### src/rtl/booth_seq_ctrl.sv
// Sequential radix-2 Booth multiplier: controller FSM plus A/Q/Q_-1/M datapath.
// Operands come in over a valid/ready handshake. The signed 2*WIDTH-bit product
// goes out over a second valid/ready handshake.
// Optional macro BOOTH_SKIP_EN: for a 00/11 Booth pair the ADD state also does
// the shift and count update, so the SHIFT state is skipped for that step.
module booth_seq_ctrl #(
  parameter int unsigned WIDTH = 16
) (
  input  logic                 clk,
  input  logic                 rst_n,
  input  logic                 in_valid,
  output logic                 in_ready,
  input  logic [WIDTH-1:0]     multiplicand,
  input  logic [WIDTH-1:0]     multiplier,
  input  logic                 flush,
  output logic                 out_valid,
  input  logic                 out_ready,
  output logic [2*WIDTH-1:0]   product,
  output logic [1:0]           booth_sel,
  output logic                 busy
);

  localparam int unsigned AW = WIDTH + 1;
  localparam int unsigned CW = $clog2(WIDTH + 1);
  localparam int unsigned PW = 2 * WIDTH;

  typedef enum logic [1:0] {
    S_IDLE  = 2'd0,
    S_ADD   = 2'd1,
    S_SHIFT = 2'd2,
    S_DONE  = 2'd3
  } state_t;

  state_t          state;
  state_t          state_nxt;

  logic [AW-1:0]   a;
  logic [AW-1:0]   m;
  logic [WIDTH-1:0] q;
  logic            q_m1;
  logic [CW-1:0]   count;

  logic [1:0]      sel;
  logic [AW-1:0]   a_add;
  logic [AW-1:0]   sh_a;
  logic [WIDTH-1:0] sh_q;
  logic [PW-1:0]   sh_prod;
  logic [CW-1:0]   count_inc;
  logic            last_step;
  logic            load;
  logic            do_shift;

  // Booth step arithmetic and the one-bit arithmetic right shift of {A,Q,Q_-1}
  always_comb begin
    sel       = {q[0], q_m1};
    unique case (sel)
      2'b01:   a_add = a + m;
      2'b10:   a_add = a - m;
      default: a_add = a;
    endcase
    sh_a      = {a[AW-1], a[AW-1:1]};
    sh_q      = {a[0], q[WIDTH-1:1]};
    sh_prod   = {sh_a[WIDTH-1:0], sh_q};
    count_inc = count + CW'(1);
    last_step = (count_inc == CW'(WIDTH));
    load      = (state == S_IDLE) && in_valid;
  end

`ifdef BOOTH_SKIP_EN
  logic sel_nop;

  // A 00/11 pair leaves A unchanged, so the shift can happen in the ADD cycle
  always_comb begin
    sel_nop  = (sel == 2'b00) || (sel == 2'b11);
    do_shift = (state == S_SHIFT) || ((state == S_ADD) && sel_nop);
  end
`else
  // Shift only in the dedicated SHIFT state
  always_comb begin
    do_shift = (state == S_SHIFT);
  end
`endif

  // State register
  always_ff @(posedge clk or negedge rst_n) begin
    if (!rst_n) state <= S_IDLE;
    else        state <= state_nxt;
  end

  // Next-state logic; flush overrides every transition
  always_comb begin
    state_nxt = state;
    if (flush) begin
      state_nxt = S_IDLE;
    end else begin
      unique case (state)
        S_IDLE:  if (in_valid) state_nxt = S_ADD;
        S_ADD: begin
          if (do_shift) state_nxt = last_step ? S_DONE : S_ADD;
          else          state_nxt = S_SHIFT;
        end
        S_SHIFT: state_nxt = last_step ? S_DONE : S_ADD;
        S_DONE:  if (out_ready) state_nxt = S_IDLE;
        default: state_nxt = S_IDLE;
      endcase
    end
  end

  // Outputs decoded from the state register; booth_sel forced to 00 in IDLE
  always_comb begin
    in_ready  = 1'b0;
    out_valid = 1'b0;
    busy      = 1'b0;
    booth_sel = 2'b00;
    unique case (state)
      S_IDLE:  in_ready = 1'b1;
      S_ADD,
      S_SHIFT: begin
        busy      = 1'b1;
        booth_sel = sel;
      end
      S_DONE: begin
        busy      = 1'b1;
        out_valid = 1'b1;
        booth_sel = sel;
      end
      default: in_ready = 1'b0;
    endcase
  end

  // Datapath registers; product is captured from the final shifted value
  always_ff @(posedge clk or negedge rst_n) begin
    if (!rst_n) begin
      a       <= '0;
      m       <= '0;
      q       <= '0;
      q_m1    <= 1'b0;
      count   <= '0;
      product <= '0;
    end else if (flush) begin
      count   <= '0;
    end else if (load) begin
      a       <= '0;
      m       <= {multiplicand[WIDTH-1], multiplicand};
      q       <= multiplier;
      q_m1    <= 1'b0;
      count   <= '0;
    end else if (do_shift) begin
      a       <= sh_a;
      q       <= sh_q;
      q_m1    <= q[0];
      count   <= count_inc;
      if (last_step) product <= sh_prod;
    end else if (state == S_ADD) begin
      a       <= a_add;
    end
  end

endmodule

### config.mk
export PLATFORM = sky130hd
export DESIGN_NAME = booth_seq_ctrl
export DESIGN_NICKNAME = d
export VERILOG_FILES = /design/src/rtl/booth_seq_ctrl.sv
export SDC_FILE = /design/constraint.sdc
export NUM_CORES = 1
export LEC_CHECK = 0
export CAP_MARGIN = 10
export CORE_UTILIZATION = 45
export DETAILED_ROUTE_END_ITERATION = 6
export PLACE_DENSITY = 0.68
export SLEW_MARGIN = 20
export SYNTH_ARGS = -nofsm -noshare
export SYNTH_HDL_FRONTEND = slang
export SYNTH_SLANG_ARGS = --single-unit
### constraint.sdc
create_clock -name clk -period 6.33 [get_ports clk]
set_input_delay 0.633 -clock clk [delete_from_list [all_inputs] [get_ports clk]]
set_output_delay 0.633 -clock clk [all_outputs]
set_load 0.05 [all_outputs]
==> summary.md, run 1 <==
| Metric | Value |
|---|---|
| Pwr dens | 320.8 nW/µm² |
| Number of cells after detailed placement | 673 |
| Post-CTS Setup Inserts | 0 |
| Post-synthesis sequential area ratio | 44.41% |
| Worst Skew | 13.93 ps |
| TNS Setup | 0 ps |
| RSZ-0062 raised after global routing | false |
| Hold Vio Cnt, Final | 0 |
| Root Driver | clkbuf_8 |
| Post-route DRC violation count | 2 |
| Antenna-violating nets left | 0 |
| Min-delay worst type | in2async |
| Post-synth EDFFs | 0 |
| Cell Count, Final, Fillers Out | 689 |
| Routed WL per cell | 15.29 µm |
| Total GRT Usage | 19.37% |
| Sw Share | 39.29% |
| Kind of critical path | reg2reg |
| Grt total ovfl | 0 |
| Post-synth top flop | dfrtp_1 |
| Vias in the first global route | 3699 |
| Critical Path Start Type | flop |
| Chip width | 107.6 µm |
| Effective utilization at floorplan | 46.26% |
| Cts repair resizes | 0 |
| Slew margin rel. | 32.99% |
| Post-Syn Area | 5015 µm² |
| Io pins | 74 |
| Status | complete, but fails checks |
| Top-count cell post-synth | dfrtp_1 |
| Fmax | 293.6 MHz |
| Area leader, netlist | dfrtp_1 |
| Die ar. | 11570 µm² |
| Syn avg cell area | 10.45 µm² |
| Comb pwr share | 41.0% |
| Post-synthesis net count | 538 |
| Crit path from | q_m1 |
| Maximum fanout along the worst path | 17 |
| Switch Pwr | 753.6 µW |
| Post-synth ARST share | 100.0% |
| TritonCTS clock tree | built |
| Antenna violations before repair | 0 |
| Data arrival, critical path | 3610 ps |
| Routed vias | 3676 |
| Syn Inst Count | 480 |
| Minimum clock period | 3406 ps |
| Core Area | 10840 µm² |
| Syn. warnings | 0 |
| Row count | 38 |
| FF-to-FF setup slack | 2920 ps |
| IO buf count | 73 |
| Leak | 2.725 nW |
| Number of vias per cell | 5.335 |
| Routed WL | 10540 µm |
| Pint | 1.164 mW |
| Later-pin clock latency in the skew report | 360 ps |
| Final Max Tran Viols | 0 |
| Library cells used by synthesis | 49 |
| Measured slew at the worst slew-check pin | 1005 ps |
| Syn-to-layout area delta | 19.21% |
| Clock slew seen by the registers of the worst setup and hold paths | 100 ps |
| TritonRoute pass-1 iters | 7 |
| Synth cell count leaders | dfrtp_1, nand2_1, o21ai_0 |
| CP Capture Type | flop |
| DP Wirelength | 7831 µm |
| Hold-fix buffers, CTS | 0 |
| Ant diodes | 0 |
| Die H | 107.6 µm |
| CTS HTree Levels | 3 |
| Failing checks | design-rule violations |
| R2r startpoint | q_m1 |
| Final setup viols | 0 |
| Post-Place Setup Slack | 2753 ps |
| Total CTS buffers | 9 |
| Final worst-path setup slack | 2924 ps |
| Clk buf depth | 2 |
| Synth area leaders | dfrtp_1, mux2_4, ha_1, nand2_1, xnor2_1 |
| Part of the power in registers | 39.1% |
| Final nets | 602 |
| Fillcell total | 990 |
| Pin count of the biggest net entering global routing | 48 |
| Global-route wire length before repair | 17670 µm |
| Worst path required time | 6530 ps |
| Share of the synthesized area in the top cell type | 44.41% |
| Synthesized flop and latch total | 89 |
| Clk pwr share | 19.9% |
| Final period util | 53.80% |
| Initial drt markers | 251 |
| Max-Cap Viols | 0 |
| Maximum vdd drop | 161.4 µV |
| Clk sinks | 89 |
| RD Place Congestion | 0.8589 |
| Share of cells above drive strength 1 | 12.93% |
[registers in the layout (all words and copies together), names as in the netlist]
| name | flops |
|---|---|
| state | 2 |
| q | 16 |
| q_m1 | 1 |
| product | 32 |
| m | 16 |
| a | 17 |
| count | 5 |
[cell usage in the layout (no fill, tap or decap), types with 4 or more instances in the layout]
master	n
o211ai_1	5
nand3_1	9
nand2_1	64
a21oi_1	29
o31ai_1	5
xor2_1	8
a21o_1	4
dfrtp_1	89
clkbuf_8	9
mux2_2	16
nor3_1	7
mux2i_1	15
ha_1	20
nand2b_1	5
nor2_1	25
clkdlybuf4s50_1	72
o221ai_1	6
nor2b_1	5
inv_1	16
buf_4	4
mux2_4	30
a22o_1	4
and2_1	4
xnor2_1	22
a21boi_0	4
o21ai_0	37
[final timing paths]
| kind | to | cells after the start |
|---|---|---|
| min in group clk | q_m1 | 1 |
| hold / removal | q[11] | 1 |
| setup / recovery | a[14] | 11 |
| hold reg to reg | q_m1 | 1 |
| setup reg to reg | a[14] | 11 |
| max in group asynchronous | product[2] | 2 |
[cell type report]
cell class | count | area, µm² | area share [%]
multi-input cells | 352 | 2579 | 43.14
flip-flops and latches | 89 | 2227 | 37.25
repair buffers | 76 | 750.7 | 12.56
well taps | 140 | 175.2 | 2.930
clock buffers | 9 | 123.9 | 2.072
clock inverters | 7 | 62.56 | 1.046
inverters | 16 | 60.06 | 1.005
[cells by family (layout without fill, tap and decap cells)]
logic type / after synthesis / after routing / share of synthesized area, %
buffers and inverters: 39 / 108 / 4.217
XOR/XNOR: 30 / 30 / 5.239
multiplexers: 61 / 61 / 15.57
flip-flops: 89 / 89 / 44.41
adder cells (fa/ha/maj): 21 / 21 / 5.389
AND/OR/NAND/NOR: 131 / 131 / 11.73
AO/OA/AOI/OAI: 109 / 109 / 13.45
[power groups by stage]
| stage | Sequential, mW | Combinational (mW) | Clock [mW] |
|---|---|---|---|
| floorplan | 0.727 | 0.614 | 0 |
| global placement | 0.759 | 0.761 | 0 |
| detailed placement | 0.761 | 0.781 | 0 |
| CTS | 0.749 | 0.785 | 0.388 |
| global route | 0.765 | 0.884 | 0.416 |
| finish | 0.750 | 0.786 | 0.382 |
[critical path, stage by stage, from the launching register on]
cell and delay, ps:
dfrtp_1 390, inv_1 80, ha_1 540, mux2_2 440, fa_1 410, nand2b_1 190
a21oi_1 260, o41a_1 310, a31o_2 230, o22ai_1 100, xor2_1 170, o221ai_1 130
[layer usage]
| metal | vias to the layer above | GRT usage [%] | routed length [µm] |
|---|---|---|---|
| li1 | 1826 | - | - |
| met4 | 0 | 7.143 | 75 |
| met3 | 4 | 2.421 | 455 |
| met5 | - | 0 | 0 |
| met1 | 1750 | 27.12 | 5200 |
| met2 | 96 | 30.68 | 4805 |
[per-stage QoR]
step	hold WS, ps	instance area [µm²]	utilization [%]	power [mW]
final	236.8	5978	55.15	1.918
after CTS	250.8	5977	55.14	1.922
after floorplan	337.4	5015	-	1.341
after global routing	261.2	5978	55.15	2.065
after detailed placement	481.7	5791	53.42	1.542
after global placement	474.1	5791	53.42	1.520
(Power assumes the default switching activity.)
==> run 2, diff against run 1 <==
==> constraint.sdc (replaced) <==
create_clock -name clk -period 3.5 [get_ports clk]
set_input_delay 0.35 -clock clk [delete_from_list [all_inputs] [get_ports clk]]
set_output_delay 0.35 -clock clk [all_outputs]
set_load 0.05 [all_outputs]
==> run 2 against run 1 <==
Sequential power grew 81%. Total power rose by 84%. Critical path depth up 1. Design area increased by 0.90%. First-iteration DRC count shrank 15%. The run still ends with design-rule violations left. Die area is the same. Highest routed layer unchanged. Critical path type unchanged. Register-to-register slack got worse by 2700 ps. Largest power group unchanged. Setup slack lost 2700 ps. Sequential share of layout area decreased by 0.33 points. Routed wire length fell by 0.28%. Hold slack lost 180 ps.
==> summary.md, run 2 (synthesis gave the netlist of run 1 again) <==
| Metric | Value |
|---|---|
| Top delay family on crit path | compound AO/OA/AOI/OAI gates (unchanged) |
| Grt total ovfl | 0 (unchanged) |
| CP Capture Type | flop (unchanged) |
| WP buf/inv | 0 (was 1) |
| Ant diodes | 0 (unchanged) |
| Crit path cell chain | nor3_1, nor4b_2, and2_1, a21oi_1, xnor2_1, ha_1, a211oi_1, o21ai_0, a221o_1, a41oi_1, xnor2_1, o21ai_0 (was inv_1, ha_1, mux2_2, fa_1, nand2b_1, a21oi_1, o41a_1, a31o_2, o22ai_1, xor2_1, o221ai_1) |
| Leak | 2.747 nW (was 2.725 nW) |
| Total GRT Usage | 19.59% (was 19.37%) |
| Routed WL | 10510 µm (was 10540 µm) |
| Vias in the first global route | 3607 (was 3699) |
| Largest reg by FF count | product (unchanged) |
| Maximum fanout along the worst path | 6 (was 17) |
| Initial drt markers | 214 (was 251) |
| Largest regs | product: 32 flops, a: 17 flops (unchanged) |
| Final setup viols | 0 (unchanged) |
| RSZ-0062 raised after global routing | false (unchanged) |
| Later-pin clock latency in the skew report | 360 ps (about the same) |
| TritonRoute pass-1 iters | 7 (unchanged) |
| DP Wirelength | 7802 µm (was 7831 µm) |
| RD Place Congestion | 0.8333 (was 0.8589) |
| CTS HTree Levels | 3 (unchanged) |
| Pwr dens | 585.0 nW/µm² (was 320.8 nW/µm²) |
| Post-CTS Setup Inserts | 0 (unchanged) |
| Critical Path Start Type | flop (unchanged) |
| Status | complete, but fails checks (unchanged) |
| Row count | 38 (unchanged) |
| Number of vias per cell | 5.277 (was 5.335) |
| Share of cells above drive strength 1 | 13.38% (was 12.93%) |
| Slew margin rel. | 31.67% (was 32.99%) |
| Clock slew seen by the registers of the worst setup and hold paths | 100 ps (about the same) |
| Syn-to-layout area delta | 20.28% (was 19.21%) |
| Fmax | 305.4 MHz (was 293.6 MHz) |
| Io pins | 74 (unchanged) |
| Final Max Tran Viols | 0 (unchanged) |
| Worst Skew | 11.54 ps (was 13.93 ps) |
| Max FFs per register | 32 (unchanged) |
| Final period util | 93.56% (was 53.80%) |
| Antenna-violating nets left | 0 (unchanged) |
| TNS Setup | 0 ps (unchanged) |
| Chip width | 107.6 µm (unchanged) |
| Commonest cells after routing, fill and taps aside | dfrtp_1, clkdlybuf4s50_1, nand2_1 (unchanged) |
| IO buf count | 73 (unchanged) |
| Die ar. | 11570 µm² (unchanged) |
| Routed vias | 3657 (was 3676) |
| Pin count of the biggest net entering global routing | 68 (was 48) |
| Antenna violations before repair | 0 (unchanged) |
| Root Driver | clkbuf_8 (unchanged) |
| Minimum clock period | 3275 ps (was 3406 ps) |
| Failing checks | design-rule violations (unchanged) |
| Min-delay worst type | in2async (unchanged) |
| Post-route DRC violation count | 2 (unchanged) |
| CP peak stage delay | 430 ps (was 540 ps) |
| Clk buf depth | 2 (unchanged) |
| Total CTS buffers | 9 (unchanged) |
| Number of cells after detailed placement | 677 (was 673) |
| Kind of critical path | reg2reg (unchanged) |
| TritonCTS clock tree | built (unchanged) |
| Max-Cap Viols | 0 (unchanged) |
| Final nets | 606 (was 602) |
| Commonest non-fill, non-tap cell in the layout | dfrtp_1 (unchanged) |
| Worst path required time | 3730 ps (was 6530 ps) |
| Slowest stage cell, crit path | dfrtp_1 (was ha_1) |
| Data arrival, critical path | 3510 ps (was 3610 ps) |
| Hold WS | 53.34 ps (was 236.8 ps) |
| Die H | 107.6 µm (unchanged) |
| Cell Count, Final, Fillers Out | 693 (was 689) |
| Effective utilization at floorplan | 46.26% (unchanged) |
| Maximum vdd drop | 259.9 µV (was 161.4 µV) |
| Overall power | 3.529 mW (was 1.918 mW) |
| Global-route wire length before repair | 17750 µm (was 17670 µm) |
| Clk sinks | 89 (unchanged) |
| Measured slew at the worst slew-check pin | 1025 ps (was 1005 ps) |
| Routed WL per cell | 15.16 µm (was 15.29 µm) |
| Hold Vio Cnt, Final | 0 (unchanged) |
| Core Area | 10840 µm² (unchanged) |
-- run 2: through the flow --
step           cell area (µm²)  util (%)  worst slack [ps]
4_1_cts                   6026     55.59             93.04
6_report                  6032     55.64             225.2
3_3_place_gp              5821     53.69             215.4
3_5_place_dp              5821     53.69             124.4
5_1_grt                   6032     55.64             18.80
2_1_floorplan             5015         -             417.5
-- run 2: power breakdown --
| group | switching [mW] | total [mW] | internal, mW |
|---|---|---|---|
| Combinational | 0.766 | 1.42 | 0.657 |
| Sequential | 0.181 | 1.36 | 1.18 |
| Clock | 0.389 | 0.745 | 0.355 |
| Total | 1.34 | 3.53 | 2.19 |
-- run 2: worst paths after layout --
kind,start,slack (ps),depth (start not counted),end
min in group clk,q_m1,500,1,q_m1
worst min-delay path,rst_n,50,1,product[10]
worst max register to register,m[3],230,12,a[16]
max in group asynchronous,rst_n,2590,2,a[15]
worst min register to register,q_m1,500,1,q_m1
worst max-delay path,m[3],230,12,a[16]
-- run 2: cell type report --
type                    count  area, µm²
clock buffers              11      141.4
clock inverters             5      63.81
fillers                   970       4808
inverters                  16      60.06
multi-input cells         352       2584
flip-flops and latches     89       2227
well taps                 140      175.2
repair buffers             80      780.7
-- run 2: repair_timing --
item	4_1_cts	5_1_grt
hold buffers	0	0
setup endpoints to repair	0	1
resized for setup	0	1
-- run 2: worst register-to-register path: stages (launching register included) --
cell	delay (ps)
dfrtp_1	430
nor3_1	310
nor4b_2	360
and2_1	230
a21oi_1	90
xnor2_1	180
ha_1	320
a211oi_1	330
o21ai_0	170
a221o_1	310
a41oi_1	200
xnor2_1	140
o21ai_0	90
-- run 2: routing by layer --
layer  vias to the layer above  global-route usage (%)  part of all wire, %
met3                        14                   2.421                  3.5
met2                        79                   30.63                   45
met4                         0                   8.708                  1.6
met1                      1738                   27.19                   50
met5                         -                       0                    0
li1                       1826                       -                    -
